**src/rtl/vga_timing_gen_if.sv**
```systemverilog
// Raster timing bundle from vga_timing_gen to the colour logic.
// frameCount exists only when VGA_FRAME_COUNT_EN is defined.
interface vga_timing_gen_if;
  logic       screenEnd;
  logic       active;
  logic       hSync;
  logic       vSync;
  logic [9:0] x;
  logic [8:0] y;
`ifdef VGA_FRAME_COUNT_EN
  logic [15:0] frameCount;

  modport master (
    output screenEnd, active, hSync, vSync,
    output x, y, frameCount
  );
  modport slave (
    input screenEnd, active, hSync, vSync,
    input x, y, frameCount
  );
`else
  modport master (
    output screenEnd, active, hSync, vSync,
    output x, y
  );
  modport slave (
    input screenEnd, active, hSync, vSync,
    input x, y
  );
`endif
endinterface

```
**src/rtl/vga_timing_gen.sv**
```systemverilog
// Free-running 640x480@60 raster timing generator (25 MHz pixel clock).
// Optional 16-bit frame counter enabled by VGA_FRAME_COUNT_EN.
module vga_timing_gen #(
  parameter int WIDTH   = 640,
  parameter int HEIGHT  = 480,
  parameter int H_FRONT = 16,
  parameter int H_SYNC  = 96,
  parameter int H_BACK  = 48,
  parameter int V_FRONT = 10,
  parameter int V_SYNC  = 2,
  parameter int V_BACK  = 33
) (
  input  logic clk25,
  input  logic reset,
  vga_timing_gen_if.master vga
);

  localparam int H_TOTAL =
    WIDTH + H_FRONT + H_SYNC + H_BACK;
  localparam int V_TOTAL =
    HEIGHT + V_FRONT + V_SYNC + V_BACK;

  localparam logic [10:0] H_LAST =
    11'(H_TOTAL - 1);
  localparam logic [9:0]  V_LAST =
    10'(V_TOTAL - 1);
  localparam logic [10:0] H_VIS  = 11'(WIDTH);
  localparam logic [9:0]  V_VIS  = 10'(HEIGHT);
  localparam logic [10:0] HS_BEG =
    11'(WIDTH + H_FRONT);
  localparam logic [10:0] HS_END =
    11'(WIDTH + H_FRONT + H_SYNC);
  localparam logic [9:0]  VS_BEG =
    10'(HEIGHT + V_FRONT);
  localparam logic [9:0]  VS_END =
    10'(HEIGHT + V_FRONT + V_SYNC);

  logic [10:0] hCount;
  logic [9:0]  vCount;
  logic        h_last;
  logic        v_last;
  logic        h_vis;
  logic        v_vis;

  assign h_last = (hCount == H_LAST);
  assign v_last = (vCount == V_LAST);
  assign h_vis  = (hCount < H_VIS);
  assign v_vis  = (vCount < V_VIS);

  always_ff @(posedge clk25 or posedge reset) begin
    if (reset) begin
      hCount <= '0;
      vCount <= '0;
    end else if (h_last) begin
      hCount <= '0;
      vCount <= v_last ? '0 : vCount + 10'd1;
    end else begin
      hCount <= hCount + 11'd1;
    end
  end

  // Outputs decode the counters directly, no pipeline delay.
  assign vga.active = h_vis & v_vis;
  assign vga.x      = h_vis ? hCount[9:0] : '0;
  assign vga.y      = v_vis ? vCount[8:0] : '0;
  assign vga.hSync  =
    ~((hCount >= HS_BEG) & (hCount < HS_END));
  assign vga.vSync  =
    ~((vCount >= VS_BEG) & (vCount < VS_END));
  assign vga.screenEnd =
    (hCount == H_VIS) & (vCount == V_VIS);

`ifdef VGA_FRAME_COUNT_EN
  logic [15:0] frame_q;

  always_ff @(posedge clk25 or posedge reset) begin
    if (reset)
      frame_q <= '0;
    else if (h_last & v_last)
      frame_q <= frame_q + 16'd1;
  end

  assign vga.frameCount = frame_q;
`endif

endmodule

```
**src/flat_wrapper.sv**
```systemverilog
// flat-port wrapper written by rule: the top's interface ports become plain ports
module vga_timing_gen_flat 
#(
  parameter int WIDTH   = 640,
  parameter int HEIGHT  = 480,
  parameter int H_FRONT = 16,
  parameter int H_SYNC  = 96,
  parameter int H_BACK  = 48,
  parameter int V_FRONT = 10,
  parameter int V_SYNC  = 2,
  parameter int V_BACK  = 33
)
  (clk25, reset, vga_screenEnd, vga_active, vga_hSync, vga_vSync, vga_x, vga_y);
  vga_timing_gen_if vga_i ();
  input  logic clk25;
  input  logic reset;
  output wire logic [$bits(vga_i.screenEnd)-1:0] vga_screenEnd;
  output wire logic [$bits(vga_i.active)-1:0] vga_active;
  output wire logic [$bits(vga_i.hSync)-1:0] vga_hSync;
  output wire logic [$bits(vga_i.vSync)-1:0] vga_vSync;
  output wire logic [$bits(vga_i.x)-1:0] vga_x;
  output wire logic [$bits(vga_i.y)-1:0] vga_y;
  assign vga_screenEnd = vga_i.screenEnd;
  assign vga_active = vga_i.active;
  assign vga_hSync = vga_i.hSync;
  assign vga_vSync = vga_i.vSync;
  assign vga_x = vga_i.x;
  assign vga_y = vga_i.y;
  vga_timing_gen #(.WIDTH(WIDTH), .HEIGHT(HEIGHT), .H_FRONT(H_FRONT), .H_SYNC(H_SYNC), .H_BACK(H_BACK), .V_FRONT(V_FRONT), .V_SYNC(V_SYNC), .V_BACK(V_BACK)) u_core (.clk25(clk25), .reset(reset), .vga(vga_i));
endmodule
```
**config.mk**
```make
export PLATFORM = sky130hd
export DESIGN_NAME = vga_timing_gen_flat
export DESIGN_NICKNAME = d
export VERILOG_FILES = /design/src/rtl/vga_timing_gen_if.sv /design/src/rtl/vga_timing_gen.sv /design/src/flat_wrapper.sv
export SDC_FILE = /design/constraint.sdc
export NUM_CORES = 1
export LEC_CHECK = 0
export ABC_AREA = 1
export CAP_MARGIN = 20
export CORE_MARGIN = 8
export CORE_UTILIZATION = 55
export DETAILED_ROUTE_END_ITERATION = 8
export GPL_ROUTABILITY_DRIVEN = 1
export GPL_TIMING_DRIVEN = 0
export PLACE_DENSITY = 0.86
export SETUP_SLACK_MARGIN = 0.02
export SYNTH_ARGS = -nofsm -noshare
export SYNTH_HDL_FRONTEND = slang
export SYNTH_SLANG_ARGS = --single-unit
```
**constraint.sdc**
```tcl
create_clock -name clk25 -period 2.2 [get_ports clk25]
set_input_delay 0.55 -clock clk25 [delete_from_list [all_inputs] [get_ports clk25]]
set_output_delay 0.55 -clock clk25 [all_outputs]
set_load 0.05 [all_outputs]
```
==> results of run 1 <==
==> worst max path at each step <==
stage                     slack (ns)            end
after floorplan                 0.13     vga_active
after global placement         -0.40  vga_screenEnd
after detailed placement       -0.46  vga_screenEnd
after CTS                      -0.04  vga_screenEnd
after global routing           -0.09  vga_screenEnd
final                          -0.05  vga_screenEnd
==> registers in the layout, indices dropped and copies added, names as in the netlist <==
signal	cells
u_core.hCount	11
u_core.vCount	10
==> per-layer routing <==
metal | wire, um | track usage [%] | up-vias | part of all wire [%]
li1 | - | - | 681 | -
met1 | 1640 | 21.1 | 673 | 43
met2 | 1940 | 30.6 | 46 | 51
met3 | 173 | 2.72 | 9 | 4.5
met4 | 68 | 6.54 | 0 | 1.8
met5 | 0 | 0 | - | 0
==> power by group through the flow <==
| stage | clock network, mW | logic [mW] | registers, mW |
|---|---|---|---|
| 2_1_floorplan | 0 | 0.00577 | 0.393 |
| 3_3_place_gp | 0 | 0.00984 | 0.393 |
| 3_5_place_dp | 0 | 0.0103 | 0.393 |
| 4_1_cts | 0.206 | 0.0103 | 0.386 |
| 5_1_grt | 0.216 | 0.0113 | 0.386 |
| 6_report | 0.200 | 0.00949 | 0.386 |
==> cells in the final DEF (no fill, tap or decap), types with 10 or more instances in the layout <==
cell type | synthesis | layout
buf_4 | 0 | 24
o21ai_0 | 11 | 11
nand3_1 | 11 | 11
nand2_1 | 36 | 34
buf_6 | 2 | 10
dfrtp_1 | 21 | 20
inv_1 | 32 | 31
nor2_1 | 39 | 32
==> per-stage QoR <==
stage / setup WS [ns] / hold WS [ns]
after floorplan: 0.133 / 0.450
after global placement: -0.401 / 0.477
after detailed placement: -0.463 / 0.488
after CTS: -0.0382 / 0.506
after global routing: -0.0890 / 0.525
final: -0.0463 / 0.502
==> worst max-delay path, cell delays in order, from the launching register on <==
cell and delay [ns]:
dfrtp_1 0.40, nand2_2 0.09, nor2_4 0.15, nand4_1 0.19, nor4_4 0.35, buf_6 0.20
==> Yosys cell counts <==
library cell  number
o21ai_2            2
nand3_2            1
nand4_1            8
nand2_2            1
clkinv_1           2
inv_1             32
nand2_1           36
nor2_4             1
o211ai_1           1
a21oi_1            1
nor2_1            39
o21ai_0           11
nand3b_1           1
a31oi_1            1
dfrtp_1           21
buf_6              2
nor3_1             3
nand3_1           11
ha_1               3
nor4_1             1
clkbuf_1           1
inv_2              2
xor2_1             7
nor2_2             2
==> kinds of logic (layout without fill, tap and decap cells) <==
logic type	after synthesis	in the layout
AND/OR/NAND/NOR	104	104
buffers and inverters	39	82
flip-flops	21	21
AO/OA/AOI/OAI	16	16
XOR/XNOR	7	7
adder cells (fa/ha/maj)	3	3
==> cell type report <==
class	instances	area [sq um]	share of cell area (%)
multi-input cells	130	706	39.1
well taps	30	37.5	2.08
clock buffers	3	22.5	1.25
clock inverters	1	5.00	0.278
inverters	36	149	8.26
plain buffers	3	30.0	1.67
flip-flops and latches	21	527	29.2
repair buffers	39	327	18.1
==> what timing repair did <==
action / in CTS / in global routing
gates resized for setup: 134 / 32
endpoints found under the setup margin: 23 / 23
pin swaps: 3 / 4
hold endpoints to repair: 0 / 0
setup buffers: 4 / 11
==> impl_metrics.toml, run 1 <==
[cells_and_area]
final_area_sq_mm = 0.00180
fin_util_pct = 75.5
drive_gt1_share_pct = 29.6
diodes = 0
finalNetCount = 239
fillers = 197
areaGrowthSynthToFinish_pct = 35.3
post_layout_nonfiller_instances = 263

[timing]
fin_skew_ns = 0.00645
setup_slack_ns = -0.0463
worstMarginPinSlew_ns = 0.840
finalCritPeriodShare_pct = 102
drv_slew = 0
period_minus_slack_ns = 2.25
finalHoldViolCount = 0
tns_ns = -0.0463
rsz0062_at_grt = "yes"
slew-limit-headroom_pct = 43.9
setup_violations = 1
fmax_ghz = 0.445

[logic_synthesis]
yosys-top-cells-area = "dfrtp_1, nor2_1, nand2_1"
syn_nets = 195
synth_top_family_by_area = "simple AND/OR/NAND/NOR gates"
synth_xor_area_share_pct = 4.60
synthAdderAreaFrac_pct = 2.82
synth-seq-area-share_pct = 39.4
synth_mux_area_share_pct = 0
ys_ff_latch = 21
yosys.area_share.simple_pct = 34.2
syn_area_sq_mm = 0.00133
synth.top_cell.area_share_pct = 39.4
ys_warn_count = 0
netlist_instances = 190
ys_types = 24
synth_compound_area_share_pct = 6.85
avgSynthCellArea_sq_um = 7.01
synth_top_area_cell = "dfrtp_1"

[worst_setup_path]
worst-r2r-cell-count = 9
r2r-end = "u_core.vCount[8]"
cp.arrival_ns = 1.70
crit_start = "u_core.vCount[7]"
required_ns = 1.65
critPathLaunchType = "register"
worstPathMaxFanout = 3
worst-setup-path-type = "reg2out"
reg2reg_slack_ns = 0.57
worstSetupEndpointType = "output port"
r2r_start = "u_core.vCount[0]"

[detailed_routing]
drc = 0
drt-total-wl_um = 3830
ant_nets = 0
route.detailed.wl_per_inst_um = 14.5
firstDrtPassIters = 4
detail_route.iter0.violations = 94
detail_route.vias_per_cell = 5.36
num_vias = 1409

[power]
p_total_mw = 0.595
powerDensity_mw_per_mm2 = 330
clockPowerShare_pct = 33.6
swShare_pct = 23.4
power_frac_seq_pct = 64.9
internal-power_mw = 0.456
combPwrFrac_pct = 1.6
cellLeakagePower_nw = 0.955
power_switching_mw = 0.139
ir_worst_vdd_mv = 0.307

[clock_tree]
clock_path_buffers = 2
root_buffer = "clkbuf_4"
htree_num_levels = 1
cts_tree = "done"
clock_sinks = 21
clk_pin_slew_ns = 0.13
cts_hold_buf = 0
insertion_delay_ns = 0.32
cts_buffers = 3

[worst_hold_path]
hold_end = "u_core.hCount[0]"
hp-class = "reg2reg"
min_from = "u_core.hCount[0]"
hold_depth = 1

[place]
dp_hpwl_um = 2490
dpl_cell_area_sq_mm = 0.00163
dp_cells = 244
port_buffers = 24
gp_congestion = 0.906

[outcome]
violations = "negative setup slack"
outcome = "finished with violations"

[floorplanning]
die_area_sq_mm = 0.00425
fp.dieW_um = 65.2
row_count = 18
initial_utilization_pct = 55.8
die_h_um = 65.2
core_sq_mm = 0.00239
boundaryPins = 25

[global_route]
grt_util_all_layers_pct = 17.5
grt_max_degree = 22
overflow = 0
antenna_found_initial = 0
grt_pass1_vias = 1291
grt_pass1_wl_um = 5980

[job]
maxCapViolations = 0
No activity file was read; power rests on OpenSTA's default activity.
==> run 2: changes to the inputs <==
ABC_AREA = default   (was 1)
CTS_CLUSTER_DIAMETER = 100   (was default)
==> run 2 against run 1 <==
The flow still finishes with violations (negative setup slack). Via count shrank 12%. Synthesized cell count shrank 25%. Fmax down 2.0%. Setup slack worse by 0.047 ns. Power down 0.87%. Utilization is 3.9 points higher. Register-to-register slack lost 0.38 ns. Sequential power barely moved. Clock skew shrank 0.0044 ns. Synthesized area down 2.1%. Flip-flop and latch count stayed put. Routed wire length fell by 5.9%.
==> impl_metrics.toml, run 2 <==
[detailed_routing]
num_vias = 1233
route.detailed.wl_per_inst_um = 17.4
ant_nets = 0
detail_route.iter0.violations = 64
detail_route.vias_per_cell = 5.96
drt-total-wl_um = 3600
firstDrtPassIters = 4
drc = 0

[timing]
whs_ns = 0.563
finalCritPeriodShare_pct = 104
period_minus_slack_ns = 2.29
slew-limit-headroom_pct = 46.2
tns_ns = -0.0933
drv_slew = 0
setup_slack_ns = -0.0933
rsz0062_at_grt = "yes"
worstMarginPinSlew_ns = 0.807
fmax_ghz = 0.436
fin_skew_ns = 0.00203
finalHoldViolCount = 0
setup_violations = 1

[worst_setup_path]
cp.arrival_ns = 1.74
worstSetupEndpointType = "output port"
worstPathMaxFanout = 7
worst-setup-path-type = "reg2out"
critPathLaunchType = "register"
required_ns = 1.65

[power]
powerDensity_mw_per_mm2 = 333
p_total_mw = 0.590
ir_worst_vdd_mv = 0.365
cellLeakagePower_nw = 0.819

[floorplanning]
die_h_um = 64.7
fp.dieW_um = 64.7
boundaryPins = 25
core_sq_mm = 0.00223
row_count = 17
die_area_sq_mm = 0.00419
initial_utilization_pct = 58.4

[cells_and_area]
diodes = 0
areaGrowthSynthToFinish_pct = 35.9
regMostFlops = "u_core.hCount"
drive_gt1_share_pct = 34.6
fillers = 152
post_layout_nonfiller_instances = 207
final_cell_mix = "dfrtp_1, and2_1, buf_6"
fin_util_pct = 79.4
finalNetCount = 185
largest_register_ffs = 11
multi_input_area_sq_um = 800
regArea_sq_um = 528
reg.largest.list = "u_core.hCount: 11 flops, u_core.vCount: 10 flops"
final_area_sq_mm = 0.00177
final_common_cell = "dfrtp_1"

[logic_synthesis]
synth.top_cell.area_share_pct = 40.3
netlist_instances = 142
syn_area_sq_mm = 0.00131
synthFlopType = "dfrtp_1"
ys_async_sr_fraction_pct = 100
synth_edf_count = 0
synth_most_common_cell = "dfrtp_1"
yosys-top-cells-area = "dfrtp_1, and2_1, xor2_1"
avgSynthCellArea_sq_um = 9.19
synth-seq-area-share_pct = 40.3
ys_warn_count = 0
syn_nets = 147
synth_top_area_cell = "dfrtp_1"
ys_types = 36
ys_top_cells_by_count = "dfrtp_1, and2_1, nand2_1, nand3_1, nor2_1"
ys_ff_latch = 21

[global_route]
grt_pass1_wl_um = 5360
overflow = 0
grt_util_all_layers_pct = 16.0
grt_pass1_vias = 1096
grt_max_degree = 22
antenna_found_initial = 0

[clock_tree]
insertion_delay_ns = 0.31
cts_hold_buf = 0
clock_sinks = 21
clock_path_buffers = 2
cts_buffers = 3
htree_num_levels = 1
root_buffer = "clkbuf_4"
clk_pin_slew_ns = 0.12
cts_tree = "done"

[place]
pre_cts_ws_ns = -0.571
dp_hpwl_um = 2200
dp_cells = 194
port_buffers = 24
gp_congestion = 0.821
dpl_cell_area_sq_mm = 0.00158

[job]
maxCapViolations = 0

[outcome]
outcome = "finished with violations"
violations = "negative setup slack"

[worst_hold_path]
hp-class = "reg2reg"
run 2: cell types whose count changed in the layout (fill, tap and decap cells not counted), moves of 5 or more:
cell,change
inv_1,-26
nand2_1,-23
nor2_1,-23
and2_1,+15
buf_4,-12
nor2_2,-8
o21ai_0,-8
buf_6,+5
clkbuf_4,-5
xnor2_1,+5
run 2: cells by family (layout without fill, tap and decap cells):
logic type | Yosys count | count (layout) | share of synthesized area, %
buffers and inverters | 12 | 47 | 5.27
xor gates and xnor gates | 12 | 12 | 8.05
AOI/OAI and AO/OA | 10 | 11 | 4.22
and+or+nand+nor | 82 | 83 | 37.8
adders and majority gates | 3 | 3 | 2.88
muxes | 2 | 2 | 1.53
DFF | 21 | 21 | 40.3
run 2: worst paths after layout:
check	start	end	slack [ns]	cells past startpoint
max reg2reg	u_core.hCount[0]	u_core.vCount[9]	0.19	7
min reg2reg	u_core.hCount[0]	u_core.hCount[0]	0.56	2
max in group asynchronous	reset	u_core.vCount[3]	0.97	2
min	u_core.hCount[0]	u_core.hCount[0]	0.56	2
min in group asynchronous	reset	u_core.vCount[5]	0.68	2
max	u_core.hCount[7]	vga_screenEnd	-0.09	4
run 2: report_power, final:
group / switching (mW) / internal [mW] / total [mW]
Combinational: 0.00750 / 0.00164 / 0.00915
Sequential: 0 / 0.386 / 0.386
Clock: 0.124 / 0.0709 / 0.195
Total: 0.131 / 0.458 / 0.590
run 2: layer usage:
metal  routed length (um)  vias up  global-route usage, %
met1                 1390      599                   19.8
li1                     -      565                      -
met4                   66        0                   6.27
met3                  276        8                   3.26
met5                    0        -                      0
met2                 1860       61                   26.6
run 2: critical path, cell delays in order, from the launching register on:
cell     delay, ns
dfrtp_2       0.49
or4b_1        0.44
nor3_1        0.12
and4_1        0.21
buf_6         0.16
run 2: layout make-up:
cell class | count | share of cell area (%)
well taps | 28 | 1.98
flip-flops and latches | 21 | 29.8
repair buffers | 33 | 18.6
inverters | 5 | 1.06
clock buffers | 4 | 1.48
plain buffers | 5 | 1.98
multi-input cells | 111 | 45.1
run 2: timing repair:
action / CTS / global route
cloned: 0 / 2
setup endpoints to repair: 23 / 16
pin swaps: 4 / 11
buffers inserted: 5 / 4
resized for setup: 133 / 48
==> run 3: changes to the inputs <==
SLEW_MARGIN = 15   (was default)
==> results of run 3 <==
Final layout, timing and power as in run 2 (identical DEF).
